[src/rtl/rgb888_word_packer.sv]
// rgb888_word_packer
// Packs RGB888 pixels densely (4 pixels -> 3 words) onto a 32-bit
// AXI4-Stream. It generates tuser on the first word of a frame and tlast on
// the last word of a line, and pads partial words at end of line with tkeep.
// Backpressure to the pixel core comes from the fill level of a small word FIFO.
// Optional feature: define RGB888_PACK_ERR_CNT_EN to add the saturating
// err_count output that counts misaligned sof pixels.
module rgb888_word_packer #(
   parameter int FIFO_DEPTH = 4,
   parameter int ERR_CNT_W  = 16
) (
   input  logic        aclk,
   input  logic        aresetn,
   input  logic [7:0]  r,
   input  logic [7:0]  g,
   input  logic [7:0]  b,
   input  logic        valid,
   input  logic        sof,
   input  logic        eol,
   output logic        in_stream_ready,
   output logic [31:0] out_stream_tdata,
   output logic [3:0]  out_stream_tkeep,
   output logic        out_stream_tlast,
   output logic        out_stream_tvalid,
   input  logic        out_stream_tready,
   output logic        out_stream_tuser
`ifdef RGB888_PACK_ERR_CNT_EN
   ,
   output logic [ERR_CNT_W-1:0] err_count
`endif
);

   localparam int AW = $clog2(FIFO_DEPTH);
   localparam logic [AW:0] DEPTH_L = (AW+1)'(FIFO_DEPTH);
   localparam logic [AW:0] TWO_L   = (AW+1)'(2);

   typedef enum logic [1:0] {PH0, PH1, PH2, PH3} phase_e;

   typedef struct packed {
      logic [31:0] data;
      logic [3:0]  keep;
      logic        last;
      logic        user;
   } word_t;

   phase_e         phase_q, phase_d, ph_eff;
   logic [23:0]    res_q, res_d, res_eff;
   logic           pend_sof_q, pend_sof_d;
   logic           run_q;
   logic [AW-1:0]  wr_ptr_q, rd_ptr_q, wr_ptr_p1;
   logic [AW:0]    count_q;
   word_t          mem [FIFO_DEPTH];
   word_t          head, w0, w1;
   logic [23:0]    px;
   logic [1:0]     n_push;
   logic           accept, pop, err_pulse;

   assign px        = {r, g, b};
   assign accept    = valid && in_stream_ready;
   assign pop       = out_stream_tvalid && out_stream_tready;
   assign wr_ptr_p1 = wr_ptr_q + AW'(1);

   // Next phase, residue and the 0..2 words produced by the accepted pixel.
   always_comb begin
      // NOTE: every variable gets a default first so no path leaves it unassigned and infers a latch.
      phase_d    = phase_q;
      res_d      = res_q;
      pend_sof_d = pend_sof_q;
      ph_eff     = phase_q;
      res_eff    = res_q;
      n_push     = 2'd0;
      w0         = '0;
      w1         = '0;
      err_pulse  = 1'b0;
      if (accept) begin
         // A sof pixel always starts a fresh word; leftover bytes are dropped.
         if (sof) begin
            ph_eff    = PH0;
            res_eff   = '0;
            err_pulse = (phase_q != PH0);
         end
         w0.user = pend_sof_q || sof;
         case (ph_eff)
            PH0: begin
               if (eol) begin
                  w0.data = {8'h00, px};
                  w0.keep = 4'b0111;
                  w0.last = 1'b1;
                  n_push  = 2'd1;
               end else begin
                  res_d   = px;
                  phase_d = PH1;
               end
            end
            PH1: begin
               w0.data = {px[7:0], res_eff};
               w0.keep = 4'hF;
               n_push  = 2'd1;
               if (eol) begin
                  w1.data = {16'h0000, px[23:8]};
                  w1.keep = 4'b0011;
                  w1.last = 1'b1;
                  n_push  = 2'd2;
               end else begin
                  res_d   = {8'h00, px[23:8]};
                  phase_d = PH2;
               end
            end
            PH2: begin
               w0.data = {px[15:0], res_eff[15:0]};
               w0.keep = 4'hF;
               n_push  = 2'd1;
               if (eol) begin
                  w1.data = {24'h000000, px[23:16]};
                  w1.keep = 4'b0001;
                  w1.last = 1'b1;
                  n_push  = 2'd2;
               end else begin
                  res_d   = {16'h0000, px[23:16]};
                  phase_d = PH3;
               end
            end
            PH3: begin
               w0.data = {px, res_eff[7:0]};
               w0.keep = 4'hF;
               w0.last = eol;
               n_push  = 2'd1;
               res_d   = '0;
               phase_d = PH0;
            end
         endcase
         if (eol) begin
            res_d   = '0;
            phase_d = PH0;
         end
         pend_sof_d = (n_push != 2'd0) ? 1'b0 : (pend_sof_q || sof);
      end
   end

   // Phase state register with residue and pending-sof flag.
   always_ff @(posedge aclk or negedge aresetn) begin
      if (!aresetn) begin
         phase_q    <= PH0;
         res_q      <= '0;
         pend_sof_q <= 1'b0;
      end else begin
         // NOTE: sequential state uses non-blocking assignments so every register samples pre-edge values.
         phase_q    <= phase_d;
         res_q      <= res_d;
         pend_sof_q <= pend_sof_d;
      end
   end

   // FIFO pointers, occupancy and the out-of-reset flag that enables ready.
   always_ff @(posedge aclk or negedge aresetn) begin
      if (!aresetn) begin
         run_q    <= 1'b0;
         wr_ptr_q <= '0;
         rd_ptr_q <= '0;
         count_q  <= '0;
      end else begin
         run_q    <= 1'b1;
         wr_ptr_q <= wr_ptr_q + AW'(n_push);
         rd_ptr_q <= rd_ptr_q + AW'(pop);
         count_q  <= count_q + (AW+1)'(n_push) - (AW+1)'(pop);
      end
   end

   // FIFO storage; one or two words written per accepted pixel.
   // NOTE: the storage array has no reset; contents are only observed when count marks them valid.
   always_ff @(posedge aclk) begin
      if (n_push != 2'd0) mem[wr_ptr_q]  <= w0;
      if (n_push == 2'd2) mem[wr_ptr_p1] <= w1;
   end

   assign head              = mem[rd_ptr_q];
   assign out_stream_tvalid = (count_q != '0);
   assign out_stream_tdata  = out_stream_tvalid ? head.data : 32'h0;
   assign out_stream_tkeep  = out_stream_tvalid ? head.keep : 4'h0;
   assign out_stream_tlast  = out_stream_tvalid && head.last;
   assign out_stream_tuser  = out_stream_tvalid && head.user;
   // Two free entries guarantee room for the worst-case pixel.
   assign in_stream_ready   = run_q && ((DEPTH_L - count_q) >= TWO_L);

`ifdef RGB888_PACK_ERR_CNT_EN
   // Saturating count of misaligned sof pixels, cleared only by reset.
   always_ff @(posedge aclk or negedge aresetn) begin
      if (!aresetn)                      err_count <= '0;
      else if (err_pulse && !(&err_count)) err_count <= err_count + ERR_CNT_W'(1);
   end
`else
   logic unused_err;
   assign unused_err = err_pulse & (ERR_CNT_W != 0);
`endif

endmodule

[config.mk]
export PLATFORM = sky130hd
export DESIGN_NAME = rgb888_word_packer
export DESIGN_NICKNAME = d
export VERILOG_FILES = /design/src/rtl/rgb888_word_packer.sv
export SDC_FILE = /design/constraint.sdc
export NUM_CORES = 1
export LEC_CHECK = 0
export CORE_MARGIN = 3
export CORE_UTILIZATION = 45
export CTS_CLUSTER_SIZE = 16
export DETAILED_ROUTE_END_ITERATION = 7
export HOLD_SLACK_MARGIN = 0.08
export PLACE_DENSITY = 0.66
export SLEW_MARGIN = 30
export SYNTH_ARGS = -nofsm -noshare
export SYNTH_HDL_FRONTEND = slang
export SYNTH_SLANG_ARGS = --single-unit
[constraint.sdc]
create_clock -name aclk -period 2.8 [get_ports aclk]
set_clock_uncertainty 0.1 [all_clocks]
set_input_delay 0.42 -clock aclk [delete_from_list [all_inputs] [get_ports aclk]]
set_output_delay 0.42 -clock aclk [all_outputs]
set_load 0.005 [all_outputs]
==> results of run 1 <==
sequential cells by signal (all words and copies together), names as in the netlist:
register,cells
mem,152
res_q,24
count_q,3
phase_q,2
rd_ptr_q,2
wr_ptr_q,2
pend_sof_q,1
run_q,1
synthesized netlist by cell type (16+ instances only):
master and number:
sky130_fd_sc_hd__dfrtp_1 35, sky130_fd_sc_hd__o21ai_0 42, sky130_fd_sc_hd__inv_1 21, sky130_fd_sc_hd__a22o_1 51, sky130_fd_sc_hd__a222oi_1 16, sky130_fd_sc_hd__mux4_2 38
sky130_fd_sc_hd__nor2_1 42, sky130_fd_sc_hd__buf_2 27, sky130_fd_sc_hd__edfxtp_1 76, sky130_fd_sc_hd__o21ai_1 20, sky130_fd_sc_hd__and2_1 41, sky130_fd_sc_hd__clkbuf_1 32
sky130_fd_sc_hd__o2bb2ai_1 18, sky130_fd_sc_hd__a22oi_1 16, sky130_fd_sc_hd__nand3_1 42, sky130_fd_sc_hd__nand2_1 59, sky130_fd_sc_hd__dfxtp_1 76, sky130_fd_sc_hd__a21oi_1 37
sky130_fd_sc_hd__o22ai_1 29
critical path, cell delays in order (launching register included):
cell and delay (ps):
sky130_fd_sc_hd__dfrtp_2 520, sky130_fd_sc_hd__clkbuf_16 210, sky130_fd_sc_hd__buf_4 150, sky130_fd_sc_hd__mux4_2 300, sky130_fd_sc_hd__and2_1 170, sky130_fd_sc_hd__clkdlybuf4s50_1 430
path summary, 6_finish.rpt:
check                                         to  slack, ps  depth (start not counted)
worst max-delay path            out_stream_tuser         50                          5
worst min-delay path                 wr_ptr_q[1]        300                          2
worst max register to register        count_q[2]        100                         11
worst min register to register         mem[2][4]        350                          2
max in group asynchronous            rd_ptr_q[0]       1940                          2
min in group aclk                      mem[2][4]        350                          2
power by group:
group          leakage (nW)  total (W)  internal [W]  switching [W]
logic                  2.46    0.00454       0.00241        0.00213
registers              1.77    0.00379       0.00342       0.000365
clock network         0.277    0.00229       0.00120        0.00109
stage by stage:
stage / setup TNS [ps] / instances / instance area (um2)
5_1_grt: -88.8 / 1221 / 11700
3_5_place_dp: -42800 / 1174 / 10800
3_3_place_gp: -33030 / 1174 / 10800
2_1_floorplan: -34.6 / 828 / 9350
4_1_cts: 0 / 1207 / 11400
6_report: 0 / 1221 / 11700
routing by layer:
layer  global-route usage [%]  wire, um
met2                     36.7     12600
met5                        0         0
met1                     34.0     11800
met4                     8.79       820
met3                     5.33      2500
cell type report:
type	instances	area, um2
Clock inverter	12	86.3
Sequential cell	187	4680
Inverter	21	91.3
Multi-Input combinational cell	542	4220
Timing Repair Buffer	174	1820
Clock buffer	20	458
Tap cell	265	332
Fill cell	1621	8160
logic make-up (layout without fill, tap and decap cells):
group | count (synthesis) | in the layout
AOI/OAI and AO/OA | 260 | 260
xor gates and xnor gates | 6 | 6
adders and majority gates | 10 | 10
buffers and inverters | 99 | 227
DFF | 187 | 187
muxes | 39 | 39
other | 1 | 1
and+or+nand+nor | 226 | 226
what timing repair did:
action | 4_1_cts | 5_1_grt
pin swaps | 1 | 4
gates resized for setup | 3 | 37
hold buffers | 0 | 0
setup buffers | 1 | 8
setup endpoints to repair | 24 | 96
cloned | 0 | 6
==> results.rst, run 1 <==
.. list-table::
   :header-rows: 1

   * - Metric
     - Value
   * - Placement Setup Slack
     - -378 ps
   * - Final slew viol count
     - 0
   * - Clock tree from TritonCTS
     - done
   * - Leading cell type in the layout, fill and taps excluded
     - sky130_fd_sc_hd__buf_4
   * - Antenna violation net count after detailed routing
     - 0
   * - Reported leakage power
     - 4.51 nW
   * - RD Place Congestion
     - 0.865
   * - Initial standard-cell utilization of the core
     - 46.7%
   * - CTS sink count
     - 187
   * - Syn nets
     - 868
   * - Vias in the first global route
     - 7185
   * - Post-Synth Simple-Gate Area
     - 12.7%
   * - Worst Path Class, Setup
     - reg2out
   * - Pwr/cell area
     - 908 mW/mm2
   * - Unrepaired setup endpoints after global routing
     - yes
   * - Adder-cell area share of the yosys netlist
     - 1.43%
   * - CP startpoint kind
     - register
   * - CORE AREA
     - 0.0198 mm2
   * - Detailed Routing Iterations Pass 1
     - 6
   * - Number of buffers created by CTS
     - 17
   * - Clock period minus worst slack
     - 2750 ps
   * - Post-synthesis instance area
     - 0.00927 mm2
   * - Worst Slack Setup Final
     - 50.8 ps
   * - Maximum level of the CTS H-tree
     - 4
   * - Fmax
     - 364 MHz
   * - HPWL after DPL
     - 17.9 mm
   * - Largest voltage drop on the vdd net
     - 0.512 mV
   * - Die height
     - 150 um
   * - Biggest area contributors in the synthesized netlist
     - sky130_fd_sc_hd__edfxtp_1 (25%), sky130_fd_sc_hd__dfxtp_1 (16%), sky130_fd_sc_hd__dfrtp_1 (9.5%)
   * - Multiplexer share of the synthesized area
     - 9.36%
   * - Critical path peak fanout
     - 5
   * - Remaining routing DRC violations
     - 0
   * - Total number of vias
     - 7432
   * - Minimum hold slack
     - 300 ps
   * - Sequential area share after synthesis
     - 50.5%
   * - Result of the run
     - finished clean
   * - I/O Buffers
     - 69
   * - Commonest cells after routing, fill and taps aside
     - sky130_fd_sc_hd__buf_4 (82), sky130_fd_sc_hd__dfxtp_1 (76), sky130_fd_sc_hd__edfxtp_1 (76), sky130_fd_sc_hd__nand2_1 (56), sky130_fd_sc_hd__a22o_1 (51)
   * - Xor and xnor fraction of the mapped netlist area
     - 0.567%
   * - # nets final
     - 983
   * - Ys Warns
     - 0
   * - Post-synthesis async set-or-reset flop share
     - 18.7%
   * - Number of enable-type register cells in the synthesized netlist
     - 76
   * - Max_slew headroom
     - 41.2%
   * - Primary flip-flop cell chosen by synthesis mapping
     - sky130_fd_sc_hd__edfxtp_1
   * - Drt first-iter violations
     - 1022
   * - Syn avg cell area
     - 11.2 um2
   * - Final-report setup violation count
     - 0
   * - Total wire length
     - 27.7 mm
   * - Master cell of the clock root buffer
     - sky130_fd_sc_hd__clkbuf_16
   * - GRT Resource Usage Total
     - 24.1%
   * - Power after layout
     - 0.0106 W
   * - Global-route wire length before repair
     - 41.3 mm
   * - Horizontal die dimension
     - 150 um
   * - Leftover overflow at the end of global routing
     - 0
   * - Maximum buffer depth of the clock tree
     - 2
   * - Transition at the pin with the smallest max-transition slack
     - 873 ps
   * - Floorplan die area
     - 0.0224 mm2
   * - Final design utilization
     - 58.9%
   * - Number of failing hold endpoints at the final stage
     - 0
   * - Final worst-path cycle share
     - 98.2%
   * - Boundary pin count
     - 70
   * - Number of cell rows
     - 51
   * - Yosys top cell area share
     - 24.6%
   * - Max-cap check violation count
     - 0
   * - Crit path capture type
     - primary output
   * - Final antenna diode count
     - 0
   * - Number of antenna violations at the first check in global routing
     - 2
   * - Post-DR vias/cell
     - 6.09
   * - Gate count of the mapped netlist
     - 828
   * - Clock latency on the worst-skew pair
     - 440 ps
   * - Per-cell routed wire length
     - 22.6 um
   * - Clock input transition at the sequential cells of the worst setup and hold paths
     - 70 ps
   * - Startpoint of the worst-slack reg-to-reg timing path
     - count_q[0]
   * - CP required
     - 2280 ps
   * - Total of flip-flops plus latches after synthesis
     - 187
   * - Dominant combinational cell family by area after synthesis
     - compound AO/OA/AOI/OAI gates
   * - Data arrival time of the worst path
     - 2230 ps
   * - Fraction of final layout cells with drive strength greater than 1
     - 22.8%
   * - Crit path from
     - rd_ptr_q[0]
   * - Post-synthesis to final-layout area growth
     - 26.1%
   * - Class of the most critical hold timing path
     - in2async
   * - Distinct cells, synth
     - 61
   * - Largest net degree at the start of global routing
     - 48
   * - Post-synthesis compound-gate area fraction
     - 20.2%
   * - Area leader, netlist
     - sky130_fd_sc_hd__edfxtp_1
Note: power is estimated with default switching activity, not from simulation.
==> run 2: changes to the inputs <==
Settings changed: CAP_MARGIN from default to 20.
==> results of run 2 <==
No change in the layout: final DEF, timing and power equal those of run 1.
